## config.mk

```make
export PLATFORM = sky130hd
export DESIGN_NAME = alu_sequencer
export DESIGN_NICKNAME = d
export VERILOG_FILES = /design/src/rtl/alu_sequencer.sv
export SDC_FILE = /design/constraint.sdc
export NUM_CORES = 1
export LEC_CHECK = 0
export ABC_AREA = 0
export CORE_MARGIN = 3
export CORE_UTILIZATION = 42
export CTS_CLUSTER_DIAMETER = 60
export DETAILED_ROUTE_END_ITERATION = 8
export PLACE_DENSITY = 0.83
export SETUP_SLACK_MARGIN = 0.1
export SYNTH_ARGS = -nofsm -noshare
export SYNTH_HDL_FRONTEND = slang
export SYNTH_SLANG_ARGS = --single-unit
export TNS_END_PERCENT = 50
```

## constraint.sdc

```tcl
create_clock -name clk -period 2.8 [get_ports clk]
set_clock_uncertainty 0.2 [all_clocks]
set_input_delay 0.84 -clock clk [delete_from_list [all_inputs] [get_ports clk]]
set_output_delay 0.84 -clock clk [all_outputs]
set_load 0.02 [all_outputs]
```

## src/rtl/alu_sequencer.sv

```systemverilog
// -----------------------------------------------------------------------------
// alu_sequencer
//
// Accumulator-side sequencer for a 3-bit-op ALU.
//
// The block owns the AC, E and DR registers and the N/Z/OVF status flags. It
// accepts one AC-class instruction at a time. For memory-reference ops it reads
// the DR operand over a req/ack port. It then drives the ALU operands and the
// op select, writes the result back, and pulses done (with skip) on
// completion. Undefined opcodes pulse illegal. A read that is never
// acknowledged pulses fault.
//
// Ports
//   clk, rst_n              clock (rising edge), async active-low reset
//   instr_valid/ready       instruction handshake; ready only in IDLE
//   instr_op, instr_addr    opcode and operand address
//   mem_req/addr            read request, held until ack or timeout
//   mem_ack/rdata           read data strobe and data
//   alu_ac/dr/e/op          operands and op select driven to the ALU
//   alu_result/co/ovf       ALU outputs
//   ac, e                   architectural registers
//   flag_n/z/ovf            status flags
//   done, skip              completion pulse; skip is valid only with done
//   illegal, fault          undefined-opcode and read-timeout pulses
// -----------------------------------------------------------------------------
module alu_sequencer #(
  parameter int WIDTH       = 16,
  parameter int ADDR_W      = 12,
  parameter int MEM_TIMEOUT = 8
) (
  input  logic              clk,
  input  logic              rst_n,
  input  logic              instr_valid,
  output logic              instr_ready,
  input  logic [3:0]        instr_op,
  input  logic [ADDR_W-1:0] instr_addr,
  output logic              mem_req,
  output logic [ADDR_W-1:0] mem_addr,
  input  logic              mem_ack,
  input  logic [WIDTH-1:0]  mem_rdata,
  output logic [WIDTH-1:0]  alu_ac,
  output logic [WIDTH-1:0]  alu_dr,
  output logic              alu_e,
  output logic [2:0]        alu_op,
  input  logic [WIDTH-1:0]  alu_result,
  input  logic              alu_co,
  input  logic              alu_ovf,
  output logic [WIDTH-1:0]  ac,
  output logic              e,
  output logic              flag_n,
  output logic              flag_z,
  output logic              flag_ovf,
  output logic              done,
  output logic              skip,
  output logic              illegal,
  output logic              fault
);

  typedef enum logic [1:0] {
    S_IDLE,
    S_READ,
    S_EXEC
  } state_t;

  // Instruction opcodes; 4'hE and 4'hF are undefined.
  localparam logic [3:0] OP_ADD = 4'h0;
  localparam logic [3:0] OP_AND = 4'h1;
  localparam logic [3:0] OP_LDA = 4'h2;
  localparam logic [3:0] OP_CMA = 4'h3;
  localparam logic [3:0] OP_CIR = 4'h4;
  localparam logic [3:0] OP_CIL = 4'h5;
  localparam logic [3:0] OP_CLA = 4'h6;
  localparam logic [3:0] OP_CLE = 4'h7;
  localparam logic [3:0] OP_CME = 4'h8;
  localparam logic [3:0] OP_INC = 4'h9;
  localparam logic [3:0] OP_SZA = 4'hA;
  localparam logic [3:0] OP_SNA = 4'hB;
  localparam logic [3:0] OP_SZE = 4'hC;
  localparam logic [3:0] OP_SPA = 4'hD;

  // ALU select encodings.
  localparam logic [2:0] ALU_ADD  = 3'b000;
  localparam logic [2:0] ALU_AND  = 3'b001;
  localparam logic [2:0] ALU_XFER = 3'b010;
  localparam logic [2:0] ALU_COMP = 3'b011;
  localparam logic [2:0] ALU_SHR  = 3'b100;
  localparam logic [2:0] ALU_SHL  = 3'b101;

  // The counter must be able to hold MEM_TIMEOUT-1.
  localparam int CNT_W = (MEM_TIMEOUT > 1) ? $clog2(MEM_TIMEOUT + 1) : 1;
  localparam logic [CNT_W-1:0] CNT_LAST = CNT_W'(MEM_TIMEOUT - 1);

  state_t              state_q, state_d;
  logic [3:0]          op_q;
  logic [ADDR_W-1:0]   addr_q;
  logic [WIDTH-1:0]    dr_q;
  logic [CNT_W-1:0]    cnt_q;

  // Decoded views of the offered opcode.
  logic op_is_mem, op_is_illegal;
  logic read_timeout;

  // Writeback values computed during EXEC.
  logic             ac_wr;
  logic [WIDTH-1:0] ac_new;
  logic             e_new;
  logic             ovf_new;
  logic             skip_new;

  function automatic logic [2:0] alu_sel(input logic [3:0] op);
    case (op)
      OP_AND:  return ALU_AND;
      OP_LDA:  return ALU_XFER;
      OP_CMA:  return ALU_COMP;
      OP_CIR:  return ALU_SHR;
      OP_CIL:  return ALU_SHL;
      default: return ALU_ADD;   // ADD, INC, and ops that ignore the ALU
    endcase
  endfunction

  assign op_is_mem     = (instr_op <= OP_LDA);
  assign op_is_illegal = (instr_op > OP_SPA);
  assign read_timeout  = (state_q == S_READ) && !mem_ack && (cnt_q == CNT_LAST);

  assign mem_addr = addr_q;
  assign alu_ac   = ac;
  assign alu_e    = e;
  // INC reuses the adder with a constant second operand.
  assign alu_dr   = (op_q == OP_INC) ? WIDTH'(1) : dr_q;

  // ---------------------------------------------------------------------------
  // State register
  // ---------------------------------------------------------------------------
  // NOTE: sequential state uses non-blocking assignments. Every flop then
  // samples its pre-edge value, regardless of the order of statements or
  // processes.
  always_ff @(posedge clk or negedge rst_n) begin
    if (!rst_n) state_q <= S_IDLE;
    else        state_q <= state_d;
  end

  // ---------------------------------------------------------------------------
  // Next state and handshake/ALU outputs
  // ---------------------------------------------------------------------------
  // NOTE: every output of a combinational block gets a default at the top.
  // A path that leaves one unassigned would otherwise infer a latch.
  always_comb begin
    state_d     = state_q;
    instr_ready = 1'b0;
    mem_req     = 1'b0;
    alu_op      = ALU_ADD;
    case (state_q)
      S_IDLE: begin
        instr_ready = 1'b1;
        if (instr_valid && !op_is_illegal)
          state_d = op_is_mem ? S_READ : S_EXEC;
      end
      S_READ: begin
        mem_req = 1'b1;
        if (mem_ack)           state_d = S_EXEC;
        else if (read_timeout) state_d = S_IDLE;
      end
      S_EXEC: begin
        alu_op  = alu_sel(op_q);
        state_d = S_IDLE;
      end
      default: state_d = S_IDLE;
    endcase
  end

  // ---------------------------------------------------------------------------
  // Writeback decode. These values are meaningful only in EXEC, where alu_op
  // reflects the latched opcode. Skip tests use pre-instruction AC/E.
  // ---------------------------------------------------------------------------
  always_comb begin
    ac_wr    = 1'b0;
    ac_new   = alu_result;
    e_new    = e;
    ovf_new  = 1'b0;
    skip_new = 1'b0;
    case (op_q)
      OP_ADD: begin
        ac_wr   = 1'b1;
        e_new   = alu_co;
        ovf_new = alu_ovf;
      end
      OP_AND, OP_LDA, OP_CMA: ac_wr = 1'b1;
      OP_CIR: begin
        ac_wr = 1'b1;
        e_new = ac[0];
      end
      OP_CIL: begin
        ac_wr = 1'b1;
        e_new = ac[WIDTH-1];
      end
      OP_INC: begin
        ac_wr   = 1'b1;
        ovf_new = alu_ovf;
      end
      OP_CLA: begin
        ac_wr  = 1'b1;
        ac_new = '0;
      end
      OP_CLE:  e_new    = 1'b0;
      OP_CME:  e_new    = ~e;
      OP_SZA:  skip_new = (ac == '0);
      OP_SNA:  skip_new = ac[WIDTH-1];
      OP_SZE:  skip_new = ~e;
      OP_SPA:  skip_new = ~ac[WIDTH-1];
      default: ;
    endcase
  end

  // ---------------------------------------------------------------------------
  // Datapath registers and status pulses
  // ---------------------------------------------------------------------------
  always_ff @(posedge clk or negedge rst_n) begin
    if (!rst_n) begin
      op_q     <= '0;
      addr_q   <= '0;
      dr_q     <= '0;
      cnt_q    <= '0;
      ac       <= '0;
      e        <= 1'b0;
      flag_n   <= 1'b0;
      flag_z   <= 1'b0;
      flag_ovf <= 1'b0;
      done     <= 1'b0;
      skip     <= 1'b0;
      illegal  <= 1'b0;
      fault    <= 1'b0;
    end else begin
      // All status outputs are single-cycle pulses unless re-asserted below.
      done    <= 1'b0;
      skip    <= 1'b0;
      illegal <= 1'b0;
      fault   <= 1'b0;
      case (state_q)
        S_IDLE: begin
          if (instr_valid) begin
            op_q    <= instr_op;
            addr_q  <= instr_addr;
            cnt_q   <= '0;
            illegal <= op_is_illegal;
          end
        end
        S_READ: begin
          cnt_q <= cnt_q + CNT_W'(1);
          if (mem_ack)           dr_q  <= mem_rdata;
          else if (read_timeout) fault <= 1'b1;
        end
        S_EXEC: begin
          done <= 1'b1;
          skip <= skip_new;
          e    <= e_new;
          if (ac_wr) begin
            ac       <= ac_new;
            flag_z   <= (ac_new == '0);
            flag_n   <= ac_new[WIDTH-1];
            flag_ovf <= ovf_new;
          end
        end
        default: ;
      endcase
    end
  end

endmodule

```

==> results of run 1 <==
worst max-delay path, cell delays in order (launching register included):
cell and delay, ns:
dfrtp_2 0.45, nor3_4 0.26, buf_6 0.16, buf_4 0.11, and2b_1 0.16, buf_2 0.15
sequential cells by signal, indices dropped and copies added, names as in the netlist, 2 cells and up:
signal,cells
cnt_q,4
op_q,4
dr_q,16
state_q,2
mem_addr,12
ac,16
layout by cell type (no fill, tap or decap), drive strengths merged, types with 3 or more instances in the layout:
cell type	instances
nand3	3
inv	19
nand2	72
buf	23
nor2	7
o21ai	9
a21oi	4
mux2i	17
mux2	19
nor4	7
nand2b	4
clkdlybuf4s50	105
dfrtp	61
nand4	3
and2b	4
clkbuf	13
dlygate4sd2	15
nor2b	12
path summary, 6_finish.rpt:
| kind | startpoint | endpoint | slack, ns | cells past startpoint |
|---|---|---|---|---|
| max in group asynchronous | rst_n | ac[2] | 1.53 | 2 |
| min in group clk | mem_addr[3] | mem_addr[3] | 0.28 | 2 |
| worst min register to register | mem_addr[3] | mem_addr[3] | 0.28 | 2 |
| worst max-delay path | op_q[2] | alu_dr[10] | 0.14 | 5 |
| worst min-delay path | rst_n | ac[12] | 0.26 | 1 |
| worst max register to register | op_q[3] | skip | 0.73 | 6 |
per-stage QoR:
step / util, % / instance area (sq um) / power [mW]
finish: 65.33 / 4463 / 4.204
floorplan: - / 2968 / 2.624
detailed placement: 62.34 / 4259 / 3.543
global placement: 62.34 / 4259 / 3.491
global route: 65.33 / 4463 / 4.454
CTS: 65.44 / 4471 / 4.263
routing by layer:
layer	vias up	global-route usage (%)	routed length (um)
met5	-	0	0
met4	0	10.33	189
met3	14	4.770	346
met2	70	33.35	4005
met1	1196	23.13	3034
li1	1216	-	-
power groups by stage:
| stage | Combinational, mW | Sequential (mW) | Clock, mW |
|---|---|---|---|
| floorplan | 1.05 | 1.57 | 0 |
| global placement | 2.09 | 1.41 | 0 |
| detailed placement | 2.12 | 1.42 | 0 |
| CTS | 2.06 | 1.41 | 0.789 |
| global route | 2.17 | 1.45 | 0.837 |
| finish | 2.03 | 1.41 | 0.760 |
what timing repair did:
action	in CTS	in global routing
pin swaps	1	1
gates resized for setup	39	4
gates cloned	1	0
endpoints found under the setup margin	21	18
buffers inserted	3	1
cell families (layout without fill, tap and decap cells):
| family | count (synthesis) | after routing | synth area share [%] |
|---|---|---|---|
| DFF | 61 | 61 | 51.45 |
| muxes | 36 | 36 | 12.95 |
| buffers and inverters | 50 | 180 | 9.616 |
| adders and majority gates | 1 | 1 | 0.4217 |
| AOI/OAI and AO/OA | 20 | 20 | 4.049 |
| and+or+nand+nor | 126 | 126 | 20.92 |
| xor gates and xnor gates | 2 | 2 | 0.5906 |
cell type report:
cell class / count / area, sq um / area share [%]
flip-flops and latches: 61 / 1528 / 34.23
repair buffers: 145 / 1378 / 30.87
multi-input cells: 185 / 1174 / 26.30
clock buffers: 12 / 145.1 / 3.252
well taps: 96 / 120.1 / 2.691
inverters: 19 / 71.32 / 1.598
clock inverters: 4 / 47.55 / 1.065
==> impl_metrics.py, run 1 <==
metrics = {
    "status": {
        "outcome": "finished, final reports clean",
    },
    "grt": {
        "grt_pass1_vias": 2587,
        "antenna_found_initial": 0,
        "grt_pass1_wl_um": 12790,
        "grt_max_degree": 29,
        "grt_overflow": 0,
        "grt_use_total_pct": 19.70,
    },
    "floorplanning": {
        "initial_utilization_pct": 43.42,
        "placementRows": 30,
        "dieArea_sq_um": 8108,
        "dieHeight_um": 90.05,
        "die_x_um": 90.05,
        "io_pins": 128,
        "core-area_sq_um": 6832,
    },
    "power": {
        "switching_share_pct": 37.92,
        "pwr_density_cell_nw_per_um2": 941.9,
        "power.internal_mw": 2.610,
        "p_leak_nw": 2.178,
        "vdd_drop_max_v": 0.0004924,
        "p_clk_share_pct": 18.1,
        "pwr-share-seq_pct": 33.5,
        "power_switching_mw": 1.594,
        "share_comb_of_total_power_pct": 48.4,
    },
    "clock_tree": {
        "cts_buffers": 9,
        "hold_buffers": 0,
        "cts_root_buffer": "clkbuf_8",
        "cts_tree": "done",
        "insertion_delay_ns": 0.33,
        "clock_sinks": 61,
        "clk_pin_slew_ns": 0.07,
        "clock_path_buffers": 2,
        "htree_levels": 3,
    },
    "finish": {
        "drive_gt1_share_pct": 15.73,
        "finalNetCount": 476,
        "n_antenna_cell": 0,
        "finalNonFillerCells": 522,
        "fillers": 566,
        "area_growth_pct": 50.44,
    },
    "logic_synthesis": {
        "synth_area_sq_um": 2967,
        "synthArstFlopShare_pct": 100.0,
        "synth_edf_count": 0,
        "yosysMostFrequentCell": "nand2_1",
        "yosysTopAreaCell": "dfrtp_1",
        "yosysWarnings": 0,
        "ys.flop_type": "dfrtp_1",
        "syn_avg_cell_area_sq_um": 10.02,
        "synthDistinctLibCells": 39,
        "ys_seq_area_share_pct": 51.46,
        "synth_common_cells": "nand2_1, dfrtp_1, buf_4",
        "synth.area.top_cells": "dfrtp_1, nand2_1, mux2_2, mux2i_1, buf_4",
        "synth_nets": 351,
        "synth_seq_cells": 61,
        "synthCells": 296,
        "synth_top_area_share_pct": 51.46,
    },
    "timing": {
        "period_needed_ns": 2.664,
        "finalCritPeriodShare_pct": 95.14,
        "slew_headroom_pct": 60.05,
        "maxSlewViolCount": 0,
        "tightest_slew_ns": 0.5993,
        "rsz0062_at_grt": "true",
        "hold_ws_ns": 0.2614,
        "worst_slack_ns": 0.1360,
        "setup_viol": 0,
        "finalHoldViolCount": 0,
        "setup_tns_ns": 0,
        "max_freq_mhz": 375.4,
    },
    "detailed_routing": {
        "routed_wirelength_um": 7575,
        "drc": 0,
        "vias": 2496,
        "drtPass1Iterations": 4,
        "ant_nets": 0,
        "wl_per_cell_um": 14.51,
        "first_iter_violations": 161,
        "avgViaCountPerCell": 4.782,
    },
    "placement": {
        "placed_cells": 501,
        "io_buffers": 127,
        "gp_congestion": 0.8607,
        "dp_hpwl_um": 5755,
        "post-place-ws_ns": 0.1402,
    },
    "worst_setup_path": {
        "cp_data_arrival_time_ns": 1.62,
        "crit_path_end_kind": "output port",
        "critical_path.max_fanout": 7,
        "start_kind": "register",
        "critPathKind": "register to output port",
        "cp.required_ns": 1.76,
    },
    "worst_hold_path": {
        "hp-class": "primary input to asynchronous set/reset pin",
    },
    "run": {
        "drv_cap": 0,
    },
}
(Power assumes the default switching activity.)
==> inputs of run 2 (changes only) <==
--- a/config.mk
+++ b/config.mk
@@ -15,4 +15,3 @@
 export SYNTH_ARGS = -nofsm -noshare
 export SYNTH_HDL_FRONTEND = slang
 export SYNTH_SLANG_ARGS = --single-unit
-export TNS_END_PERCENT = 50
==> run 2 against run 1 <==
  * Cell count stayed put
  * Via count unchanged
  * Worst setup slack about the same
  * Largest power group unchanged
==> impl_metrics.py, run 2 (synthesis gave the netlist of run 1 again) <==
metrics = {
    "status": {
        "outcome": "finished, final reports clean",
    },
    "power": {
        "power_switching_mw": 1.594,
        "switching_share_pct": 37.93,
        "power.internal_mw": 2.609,
        "p_leak_nw": 2.178,
        "finalPower_mw": 4.204,
        "p_clk_share_pct": 18.1,
        "vdd_drop_max_v": 0.0004924,
        "share_comb_of_total_power_pct": 48.4,
        "pwr-share-seq_pct": 33.5,
        "pwr_density_cell_nw_per_um2": 942.9,
    },
    "detailed_routing": {
        "avgViaCountPerCell": 4.782,
        "drtPass1Iterations": 4,
        "routed_wirelength_um": 7575,
        "vias": 2496,
        "wl_per_cell_um": 14.51,
        "ant_nets": 0,
        "drc": 0,
        "first_iter_violations": 161,
    },
    "worst_setup_path": {
        "startpoint": "op_q[2]",
        "crit_slowest_cell": "dfrtp_2",
        "crit_path_end_kind": "output port",
        "critical_path.max_fanout": 7,
        "critPathKind": "register to output port",
        "reg2reg_slack_ns": 0.73,
        "start_kind": "register",
        "cp_cell_sequence": "nor3_4 > buf_6 > buf_4 > and2b_1 > buf_2",
        "critPathMaxStageDelay_ns": 0.45,
        "timing.rr.end": "skip",
        "rr_worst_depth": 6,
        "cp_data_arrival_time_ns": 1.62,
        "cp.required_ns": 1.76,
        "rr_startpoint": "op_q[3]",
    },
    "grt": {
        "grt_max_degree": 29,
        "grt_overflow": 0,
        "antenna_found_initial": 0,
        "grt_use_total_pct": 19.70,
        "grt_pass1_vias": 2587,
        "grt_pass1_wl_um": 12790,
    },
    "timing": {
        "setup_tns_ns": 0,
        "finalCritPeriodShare_pct": 95.14,
        "tightest_slew_ns": 0.5992,
        "setup_viol": 0,
        "finalHoldViolCount": 0,
        "slew_headroom_pct": 60.05,
        "maxSlewViolCount": 0,
        "max_freq_mhz": 375.4,
        "rsz0062_at_grt": "true",
        "period_needed_ns": 2.664,
    },
    "clock_tree": {
        "clk_pin_slew_ns": 0.07,
        "cts_tree": "done",
        "cts_buffers": 9,
        "clock_path_buffers": 2,
        "cts_root_buffer": "clkbuf_8",
        "clock_sinks": 61,
        "htree_levels": 3,
        "insertion_delay_ns": 0.33,
    },
    "finish": {
        "area_growth_pct": 50.27,
        "final_common_cell": "clkdlybuf4s50_1",
        "layout_common_cells": "clkdlybuf4s50_1, nand2_1, dfrtp_1",
        "n_antenna_cell": 0,
        "finalNetCount": 476,
        "drive_gt1_share_pct": 15.96,
    },
    "floorplanning": {
        "dieHeight_um": 90.05,
        "core-area_sq_um": 6832,
        "initial_utilization_pct": 43.42,
        "die_x_um": 90.05,
        "io_pins": 128,
        "placementRows": 30,
        "dieArea_sq_um": 8108,
    },
    "placement": {
        "dp_hpwl_um": 5755,
        "gp_congestion": 0.8607,
        "io_buffers": 127,
    },
    "run": {
        "drv_cap": 0,
    },
    "worst_hold_path": {
        "hp-class": "primary input to asynchronous set/reset pin",
    },
}
## run 2: changes by cell type in the layout (fill, tap and decap cells not counted)
cell	delta
clkdlybuf4s15_1	-1
clkbuf_2	+1
## run 2: cell type report
| class | count | area [sq um] |
|---|---|---|
| clock buffer | 12 | 145.1 |
| multi-input combinational | 185 | 1174 |
| sequential | 61 | 1528 |
| tap | 96 | 120.1 |
| inverter | 19 | 71.32 |
| timing repair buffer | 145 | 1373 |
| clock inverter | 4 | 47.55 |
| fill | 567 | 2374 |
## run 2: power groups by stage
stage	registers [mW]	logic, mW	clock network [mW]
after global placement	1.41	2.09	0
after detailed placement	1.42	2.12	0
final	1.41	2.03	0.760
after global routing	1.45	2.17	0.837
after floorplan	1.57	1.05	0
after CTS	1.41	2.06	0.789
## run 2: per-stage QoR
stage / cell area, sq um / setup WS (ns) / hold WS (ns) / util (%) / std cells
6_report: 4458 / 0.1360 / 0.2614 / 65.26 / 522
5_1_grt: 4458 / 0.07010 / 0.2778 / 65.26 / 522
4_1_cts: 4471 / 0.08304 / 0.2529 / 65.44 / 521
3_3_place_gp: 4259 / 0.1928 / 0.2567 / 62.34 / 501
2_1_floorplan: 2968 / 0.2690 / 0.2701 / - / 296
3_5_place_dp: 4259 / 0.1402 / 0.2620 / 62.34 / 501
## run 2: how the worst max path moves through the flow
stage                  to  cells after the start
6_report       alu_dr[10]                      5
4_1_cts         alu_op[0]                      3
3_3_place_gp    alu_op[0]                      3
3_5_place_dp    alu_op[0]                      3
2_1_floorplan  alu_dr[10]                      4
5_1_grt        alu_dr[10]                      5
## run 2: timing repair
action                                  4_1_cts  5_1_grt
hold buffers                                  0        0
pin swaps                                     1        1
gates cloned                                  1        0
setup buffers                                 3        1
endpoints found under the setup margin       21       18
gates resized for setup                      37        8
## run 2: layer usage
metal | vias to the layer above | global-route usage [%] | part of all wire (%) | wire length [um]
li1 | 1216 | - | - | -
met1 | 1196 | 23.13 | 40 | 3035
met2 | 70 | 33.35 | 53 | 4005
met3 | 14 | 4.770 | 4.5 | 344
met4 | 0 | 10.33 | 2.5 | 189
met5 | - | 0 | 0 | 0
## run 2: worst max-delay path, delay by kind of cell, from the launching register on
kind	cells	cell delay [ns]
flops	1	0.45
simple gates	2	0.42
buf+inv	3	0.42
